### config.mk
export PLATFORM = sky130hd
export DESIGN_NAME = hdlc_tx_framer
export DESIGN_NICKNAME = d
export VERILOG_FILES = /design/src/rtl/hdlc_pkg.sv /design/src/rtl/crc16_x25_serial.sv /design/src/rtl/hdlc_tx_framer.sv
export SDC_FILE = /design/constraint.sdc
export NUM_CORES = 1
export LEC_CHECK = 0
export ABC_AREA = 0
export CAP_MARGIN = 10
export CORE_ASPECT_RATIO = 1.5
export CORE_MARGIN = 2
export CORE_UTILIZATION = 35
export CTS_CLUSTER_SIZE = 40
export DETAILED_ROUTE_END_ITERATION = 8
export GPL_ROUTABILITY_DRIVEN = 0
export PLACE_DENSITY = 0.51
export SETUP_SLACK_MARGIN = 0.2
export SKIP_LAST_GASP = 1
export SYNTH_ARGS = -nofsm -noshare
export SYNTH_HDL_FRONTEND = slang
export SYNTH_HIERARCHICAL = 1
export SYNTH_SLANG_ARGS = --single-unit
### constraint.sdc
create_clock -name CLK -period 2.5 [get_ports CLK]
set_clock_uncertainty 0.1 [all_clocks]
set_input_delay 0.5 -clock CLK [delete_from_list [all_inputs] [get_ports CLK]]
set_output_delay 0.5 -clock CLK [all_outputs]
set_load 0.01 [all_outputs]
### src/rtl/hdlc_pkg.sv
// Shared constants, FSM encoding and CRC step for the HDLC transmit framer.
// The FCS state exists only when HDLC_TX_FCS_EN is defined.
package hdlc_pkg;

    localparam logic [7:0]  FLAG_BYTE = 8'h7E;
    localparam logic [15:0] CRC_POLY  = 16'h8408;
    localparam logic [15:0] CRC_INIT  = 16'hFFFF;

    typedef enum logic [2:0] {
        IDLE     = 3'd0,
        PREAMBLE = 3'd1,
        PAYLOAD  = 3'd2,
`ifdef HDLC_TX_FCS_EN
        FCS      = 3'd3,
`endif
        CLOSE    = 3'd4,
        ABORTSEQ = 3'd5
    } hdlc_state_t;

    // One LSB-first bit of the reflected CRC-16/X.25.
    function automatic logic [15:0] crc_step(input logic [15:0] crc, input logic b);
        logic fb;
        fb = crc[0] ^ b;
        return (crc >> 1) ^ (fb ? CRC_POLY : 16'h0000);
    endfunction

endpackage

### src/rtl/crc16_x25_serial.sv
// Serial CRC-16/X.25 accumulator, one bit per enable; fcs_c is the complemented result.
module crc16_x25_serial
    import hdlc_pkg::*;
(
    input  logic        CLK,
    input  logic        RST,
    input  logic        init,
    input  logic        en,
    input  logic        bit_in,
    output logic [15:0] fcs_c
);

    logic [15:0] crc_q;

    always_ff @(posedge CLK) begin
        if (RST || init) begin
            crc_q <= CRC_INIT;
        end else if (en) begin
            crc_q <= crc_step(crc_q, bit_in);
        end
    end

    assign fcs_c = ~crc_q;

endmodule

### src/rtl/hdlc_tx_framer.sv
// HDLC transmit framer: flags, bit stuffing, NRZI line coding and underrun abort.
// Define HDLC_TX_FCS_EN to append a CRC-16/X.25 FCS after the payload.
module hdlc_tx_framer
    import hdlc_pkg::*;
#(
    parameter int unsigned BIT_PERIOD = 103,
    parameter int unsigned N_PREAMBLE = 4
) (
    input  logic       CLK,
    input  logic       RST,
    input  logic       START,
    input  logic [7:0] DATA_IN,
    input  logic       VALID_IN,
    input  logic       LAST_IN,
    output logic       READY_OUT,
    output logic       DET,
    output logic       DATA_out,
    output logic       ABORT
);

    localparam int unsigned CNT_W = $clog2(BIT_PERIOD + 1);

    hdlc_state_t      state_q, state_d;
    logic [CNT_W-1:0] bit_cnt_q, bit_cnt_d;
    logic [7:0]       sh_q, sh_d;
    logic [2:0]       bit_idx_q, bit_idx_d;
    logic [2:0]       ones_q, ones_d;
    logic [4:0]       flag_cnt_q, flag_cnt_d;
    logic             cur_last_q, cur_last_d;
    logic [7:0]       hold_q, hold_d;
    logic             hold_last_q, hold_last_d;
    logic             hold_full_q, hold_full_d;
    logic             ready_q, ready_d;
    logic             det_q, det_d;
    logic             line_q, line_d;
    logic             abort_q, abort_d;

    logic             tick_c, load_c, adv_c, stuff_c, next_bit_c;
    logic             stuff_now_c, stuff_next_c;
    logic [7:0]       load_byte_c;

`ifdef HDLC_TX_FCS_EN
    logic             crc_init_c, crc_en_c;
    logic             fcs_hi_q, fcs_hi_d;
    logic [15:0]      fcs_c;

    crc16_x25_serial u_crc (
        .CLK    (CLK),
        .RST    (RST),
        .init   (crc_init_c),
        .en     (crc_en_c),
        .bit_in (next_bit_c),
        .fcs_c  (fcs_c)
    );
`endif

    always_ff @(posedge CLK) begin
        if (RST) begin
            state_q     <= IDLE;
            bit_cnt_q   <= '0;
            sh_q        <= '0;
            bit_idx_q   <= '0;
            ones_q      <= '0;
            flag_cnt_q  <= '0;
            cur_last_q  <= 1'b0;
            hold_q      <= '0;
            hold_last_q <= 1'b0;
            hold_full_q <= 1'b0;
            ready_q     <= 1'b1;
            det_q       <= 1'b0;
            line_q      <= 1'b0;
            abort_q     <= 1'b0;
`ifdef HDLC_TX_FCS_EN
            fcs_hi_q    <= 1'b0;
`endif
        end else begin
            state_q     <= state_d;
            bit_cnt_q   <= bit_cnt_d;
            sh_q        <= sh_d;
            bit_idx_q   <= bit_idx_d;
            ones_q      <= ones_d;
            flag_cnt_q  <= flag_cnt_d;
            cur_last_q  <= cur_last_d;
            hold_q      <= hold_d;
            hold_last_q <= hold_last_d;
            hold_full_q <= hold_full_d;
            ready_q     <= ready_d;
            det_q       <= det_d;
            line_q      <= line_d;
            abort_q     <= abort_d;
`ifdef HDLC_TX_FCS_EN
            fcs_hi_q    <= fcs_hi_d;
`endif
        end
    end

    always_comb begin
        state_d      = state_q;
        bit_cnt_d    = bit_cnt_q;
        sh_d         = sh_q;
        bit_idx_d    = bit_idx_q;
        ones_d       = ones_q;
        flag_cnt_d   = flag_cnt_q;
        cur_last_d   = cur_last_q;
        hold_d       = hold_q;
        hold_last_d  = hold_last_q;
        hold_full_d  = hold_full_q;
        det_d        = det_q;
        line_d       = line_q;
        abort_d      = 1'b0;
        load_c       = 1'b0;
        adv_c        = 1'b0;
        stuff_c      = 1'b0;
        next_bit_c   = 1'b0;
        stuff_next_c = 1'b0;
        load_byte_c  = FLAG_BYTE;
        tick_c       = (bit_cnt_q == CNT_W'(BIT_PERIOD - 1));
`ifdef HDLC_TX_FCS_EN
        crc_init_c   = 1'b0;
        crc_en_c     = 1'b0;
        fcs_hi_d     = fcs_hi_q;
        stuff_now_c  = (state_q == PAYLOAD) || (state_q == FCS);
`else
        stuff_now_c  = (state_q == PAYLOAD);
`endif

        if (VALID_IN && ready_q) begin
            hold_d      = DATA_IN;
            hold_last_d = LAST_IN;
            hold_full_d = 1'b1;
        end

        if (state_q == IDLE) begin
            if (START) begin
                state_d    = PREAMBLE;
                det_d      = 1'b1;
                flag_cnt_d = '0;
                bit_cnt_d  = '0;
                load_c     = 1'b1;
`ifdef HDLC_TX_FCS_EN
                crc_init_c = 1'b1;
`endif
            end
        end else begin
            bit_cnt_d = tick_c ? '0 : bit_cnt_q + CNT_W'(1);
            if (tick_c) begin
                // Stuff check runs before the byte boundary so trailing ones are covered too.
                if (stuff_now_c && ones_q == 3'd5) begin
                    stuff_c = 1'b1;
                end else if (bit_idx_q != 3'd7) begin
                    adv_c = 1'b1;
                end else begin
                    case (state_q)
                        PREAMBLE, PAYLOAD: begin
                            if (state_q == PREAMBLE && flag_cnt_q != 5'(N_PREAMBLE - 1)) begin
                                flag_cnt_d = flag_cnt_q + 5'd1;
                                load_c     = 1'b1;
                            end else if (state_q == PAYLOAD && cur_last_q) begin
`ifdef HDLC_TX_FCS_EN
                                state_d     = FCS;
                                fcs_hi_d    = 1'b0;
                                load_c      = 1'b1;
                                load_byte_c = fcs_c[7:0];
`else
                                state_d     = CLOSE;
                                load_c      = 1'b1;
`endif
                            end else if (hold_full_q) begin
                                state_d     = PAYLOAD;
                                load_c      = 1'b1;
                                load_byte_c = hold_q;
                                cur_last_d  = hold_last_q;
                                hold_full_d = 1'b0;
                            end else begin
                                state_d     = ABORTSEQ;
                                load_c      = 1'b1;
                                load_byte_c = 8'hFF;
                            end
                        end
`ifdef HDLC_TX_FCS_EN
                        FCS: begin
                            load_c = 1'b1;
                            if (!fcs_hi_q) begin
                                fcs_hi_d    = 1'b1;
                                load_byte_c = fcs_c[15:8];
                            end else begin
                                state_d = CLOSE;
                            end
                        end
`endif
                        CLOSE: begin
                            state_d = IDLE;
                            det_d   = 1'b0;
                        end
                        ABORTSEQ: begin
                            state_d = IDLE;
                            det_d   = 1'b0;
                            abort_d = 1'b1;
                        end
                        default: begin
                            state_d = IDLE;
                            det_d   = 1'b0;
                        end
                    endcase
                end
            end
        end

        // NRZI: a zero toggles the line at the start of its bit period.
        if (stuff_c) begin
            ones_d = '0;
            line_d = ~line_q;
        end else if (load_c || adv_c) begin
`ifdef HDLC_TX_FCS_EN
            stuff_next_c = (state_d == PAYLOAD) || (state_d == FCS);
            crc_en_c     = (state_d == PAYLOAD);
`else
            stuff_next_c = (state_d == PAYLOAD);
`endif
            next_bit_c = load_c ? load_byte_c[0] : sh_q[1];
            sh_d       = load_c ? load_byte_c : (sh_q >> 1);
            bit_idx_d  = load_c ? 3'd0 : bit_idx_q + 3'd1;
            line_d     = next_bit_c ? line_q : ~line_q;
            ones_d     = (stuff_next_c && next_bit_c) ? ones_q + 3'd1 : 3'd0;
        end

        ready_d = !hold_full_d &&
                  (state_d == IDLE || state_d == PREAMBLE || state_d == PAYLOAD);
    end

    assign READY_OUT = ready_q;
    assign DET       = det_q;
    assign DATA_out  = line_q;
    assign ABORT     = abort_q;

endmodule

==> impl_results.md <==
- Clk_lat worst skew: 290 ps
- Clk sink count: 43
- Die height: 100.2 µm
- Final hold viol count: 0
- Post-DP HPWL: 3558 µm
- Area share of the largest cell type after synthesis: 0.3986
- Routed WL: 4903 µm
- Initial antenna violation count: 0
- XOR/XNOR Fraction of Synth Area: 0.02433
- # DRC: 0
- Max_slew headroom: 0.6811
- Filler Cells Inserted: 631
- Synth top cells by count: dfxtp_1, nand2_1, a21oi_1, nor2_1, o21ai_0
- R2R setup slack: 300 ps
- Pin count of the biggest net entering global routing: 42
- Final worst-path cycle share: 0.8788
- Hold wc startpoint: hold_q[3]$_SDFFE_PP0P_
- Synth async-reset ratio: 0
- Power, Total: 1419 µW
- H-Tree Depth: 2
- Post-CTS Hold Buffers: 0
- Routed len/inst: 13.66 µm
- Ports: 17
- Reg clk slew, reported paths: 80 ps
- IO buf count: 16
- Row Count: 35
- Final net count: 305
- Vias: 1890
- Vias per inst: 5.265
- Mean Syn Cell Area: 8.243 µm²
- Grt peak-use layer: met2
- Final Worst Setup Slack: 302.9 ps
- Type of the most critical hold path: reg2reg
- Number of synthesized flops with an enable pin: 0
- Worst setup path class: reg2reg
- Crit path DAT: 2320 ps
- Top cells by area, synth: dfxtp_1, a21oi_1, nand2_1
- Yosys reg bits: 43
- Post-Syn Nets: 282
- Synth area leader: dfxtp_1
- Fraction of layout cells with a size suffix above 1: 0.1298
- Worst vdd ir: 0.3056 mV
- Post-Place Worst Slack: 188.0 ps
- Seq/Total Area, Yosys: 0.3986
- Worst Path Max Fanout: 6
- Cells after synthesis: 262
- Post-Synth Adder-Cell Area: 0.04056
- Worst R2R End: flag_cnt_q[3]$_SDFFE_PP0P_
- Congestion Overflow GR: 0
- Met2 Track Usage GR: 0.2965
- Fmax: 455.1 MHz
- Worst Hold Depth: 2
- Setup TNS Final: 0 ps
- RSZ-0062 raised after global routing: yes
- Layout area overhead: 21.21%
- Clk buf depth: 2
- Final min period: 2197 ps
- GRT Total Usage: 0.1632
- Reg2reg path depth: 8
- Leakage Power: 0.0008989 µW
- CTS buffer count: 5
- Final Max Slew Viols: 0
- Initial Util: 0.3573
- Power Dens Cells: 542.2 nW/µm²
- Synthesis Warnings: 6
- Critical Path Source Type: flip-flop
- Final ANT Viol Nets: 0
- Pre-antenna DRT Iters: 4
- Leading cell type by number of instances after synthesis: dfxtp_1
- Status: complete, no violations
- DRT iter0 DRCs: 41
- Clock Tree Root: clkbuf_8
- Die W: 68.14 µm
- Actual slew at the worst max-slew pin: 477.7 ps
- Required @ worst endpoint: 2620 ps
- Post-synthesis simple-gate area fraction: 0.2584
- CORE AREA: 6043 µm²
- Final setup fails: 0
- Max Cap Viol: 0
- Main combinational cell family by area after synthesis: simple AND/OR/NAND/NOR gates
- GR Layer Usage met1: 0.1833
- Mapped cell area: 2160 µm²
- Netlist cell types: 48
- Diodes inserted: 0
- First-pass GRT wire length: 8645 µm
- Synth Area in Compound Gates: 0.2161
- Endpoint type of the worst setup path: flip-flop
- TritonCTS clock tree: built
- Met3 global-route usage: 0.03139
- Worst flop-to-flop path startpoint: bit_idx_q[0]$_SDFFE_PP0P_
- Mux cell area share after synthesis: 0.01912
- Die footprint: 6827 µm²
- Number of global-route vias before repair: 1865
- Hold path endpoint: hold_q[3]$_SDFFE_PP0P_
- Most used DFF post-synth: dfxtp_1
## sequential cells by signal, indices dropped and copies added, names as in the netlist
signal,cells
ones_q,3
hold_last_q,1
hold_q,8
hold_full_q,1
DATA_out,1
bit_idx_q,3
bit_cnt_q,7
state_q,3
READY_OUT,1
sh_q,7
DET,1
cur_last_q,1
ABORT,1
flag_cnt_q,5
## worst max-delay path, stage by stage (launching register included)
cell and delay (ps):
dfxtp_2 330, ha_1 190, ha_4 160, nand3_2 80, or2_4 280, o41ai_4 490, nand4_1 180, xor2_1 180
nor3_1 130
## cells in the final DEF, fill, tap and decap left out, types with 3 or more instances in the layout
master | Yosys | final
buf_4 | 1 | 12
nor3b_1 | 4 | 4
mux2i_1 | 3 | 3
nand2b_1 | 4 | 4
inv_1 | 7 | 7
and3_1 | 3 | 3
clkbuf_8 | 0 | 5
nand2_1 | 38 | 38
nor2_1 | 29 | 29
a21oi_1 | 34 | 34
nand3_1 | 9 | 8
a22oi_1 | 3 | 3
dfxtp_1 | 43 | 41
o21ai_0 | 17 | 17
ha_1 | 7 | 6
nor3_1 | 7 | 6
xor2_1 | 4 | 4
clkdlybuf4s50_1 | 0 | 16
## per-stage QoR
stage | utilization | std cells | area (µm²) | hold WS (ps)
floorplan | - | 262 | 2160 | 331.2
global placement | 0.4014 | 348 | 2426 | 341.9
detailed placement | 0.4014 | 348 | 2426 | 344.9
CTS | 0.4205 | 355 | 2541 | 357.3
global route | 0.4331 | 359 | 2618 | 373.6
finish | 0.4331 | 359 | 2618 | 355.7
## routing by layer
layer / routed length [µm] / vias up
li1: - / 964
met1: 2005 / 887
met2: 2678 / 33
met3: 140 / 6
met4: 78 / 0
met5: 0 / -
## kinds of logic (layout without fill, tap and decap cells)
group                    after synthesis  in the layout
AND/OR/NAND/NOR                      109            109
AO/OA/AOI/OAI                         73             73
flip-flops                            43             43
buffers and inverters                 20             43
adder cells (fa/ha/maj)                7              7
XOR/XNOR                               6              6
multiplexers                           4              4
## worst max path at each step
stage	depth (start not counted)	slack [ps]	end	startpoint
6_report	8	300	flag_cnt_q[3]$_SDFFE_PP0P_	bit_idx_q[0]$_SDFFE_PP0P_
5_1_grt	8	160	flag_cnt_q[3]$_SDFFE_PP0P_	bit_idx_q[0]$_SDFFE_PP0P_
4_1_cts	8	210	flag_cnt_q[3]$_SDFFE_PP0P_	bit_idx_q[0]$_SDFFE_PP0P_
3_5_place_dp	7	190	sh_q[3]$_SDFFE_PP0P_	flag_cnt_q[0]$_SDFFE_PP0P_
3_3_place_gp	7	210	sh_q[3]$_SDFFE_PP0P_	flag_cnt_q[0]$_SDFFE_PP0P_
2_1_floorplan	9	400	flag_cnt_q[3]$_SDFFE_PP0P_	bit_idx_q[0]$_SDFFE_PP0P_
## report_power, final
part / switching (µW) / total (µW) / internal [µW]
registers: 20.2 / 730 / 710
clock network: 241 / 533 / 292
logic: 84.9 / 156 / 70.8
## final cells by class
class	count	area (µm²)	area share
clock inverters	2	37.54	0.01434
clock buffers	5	68.82	0.02629
repair buffers	29	270.3	0.1033
flip-flops and latches	43	863.3	0.3298
multi-input cells	199	1259	0.4809
well taps	74	92.59	0.03537
inverters	7	26.28	0.01004
## timing repair
action	4_1_cts	5_1_grt
setup endpoints to repair	6	14
buffers inserted	0	4
resized for setup	1	9
pin swaps	0	5
Power figures use the tool's default switching activity.
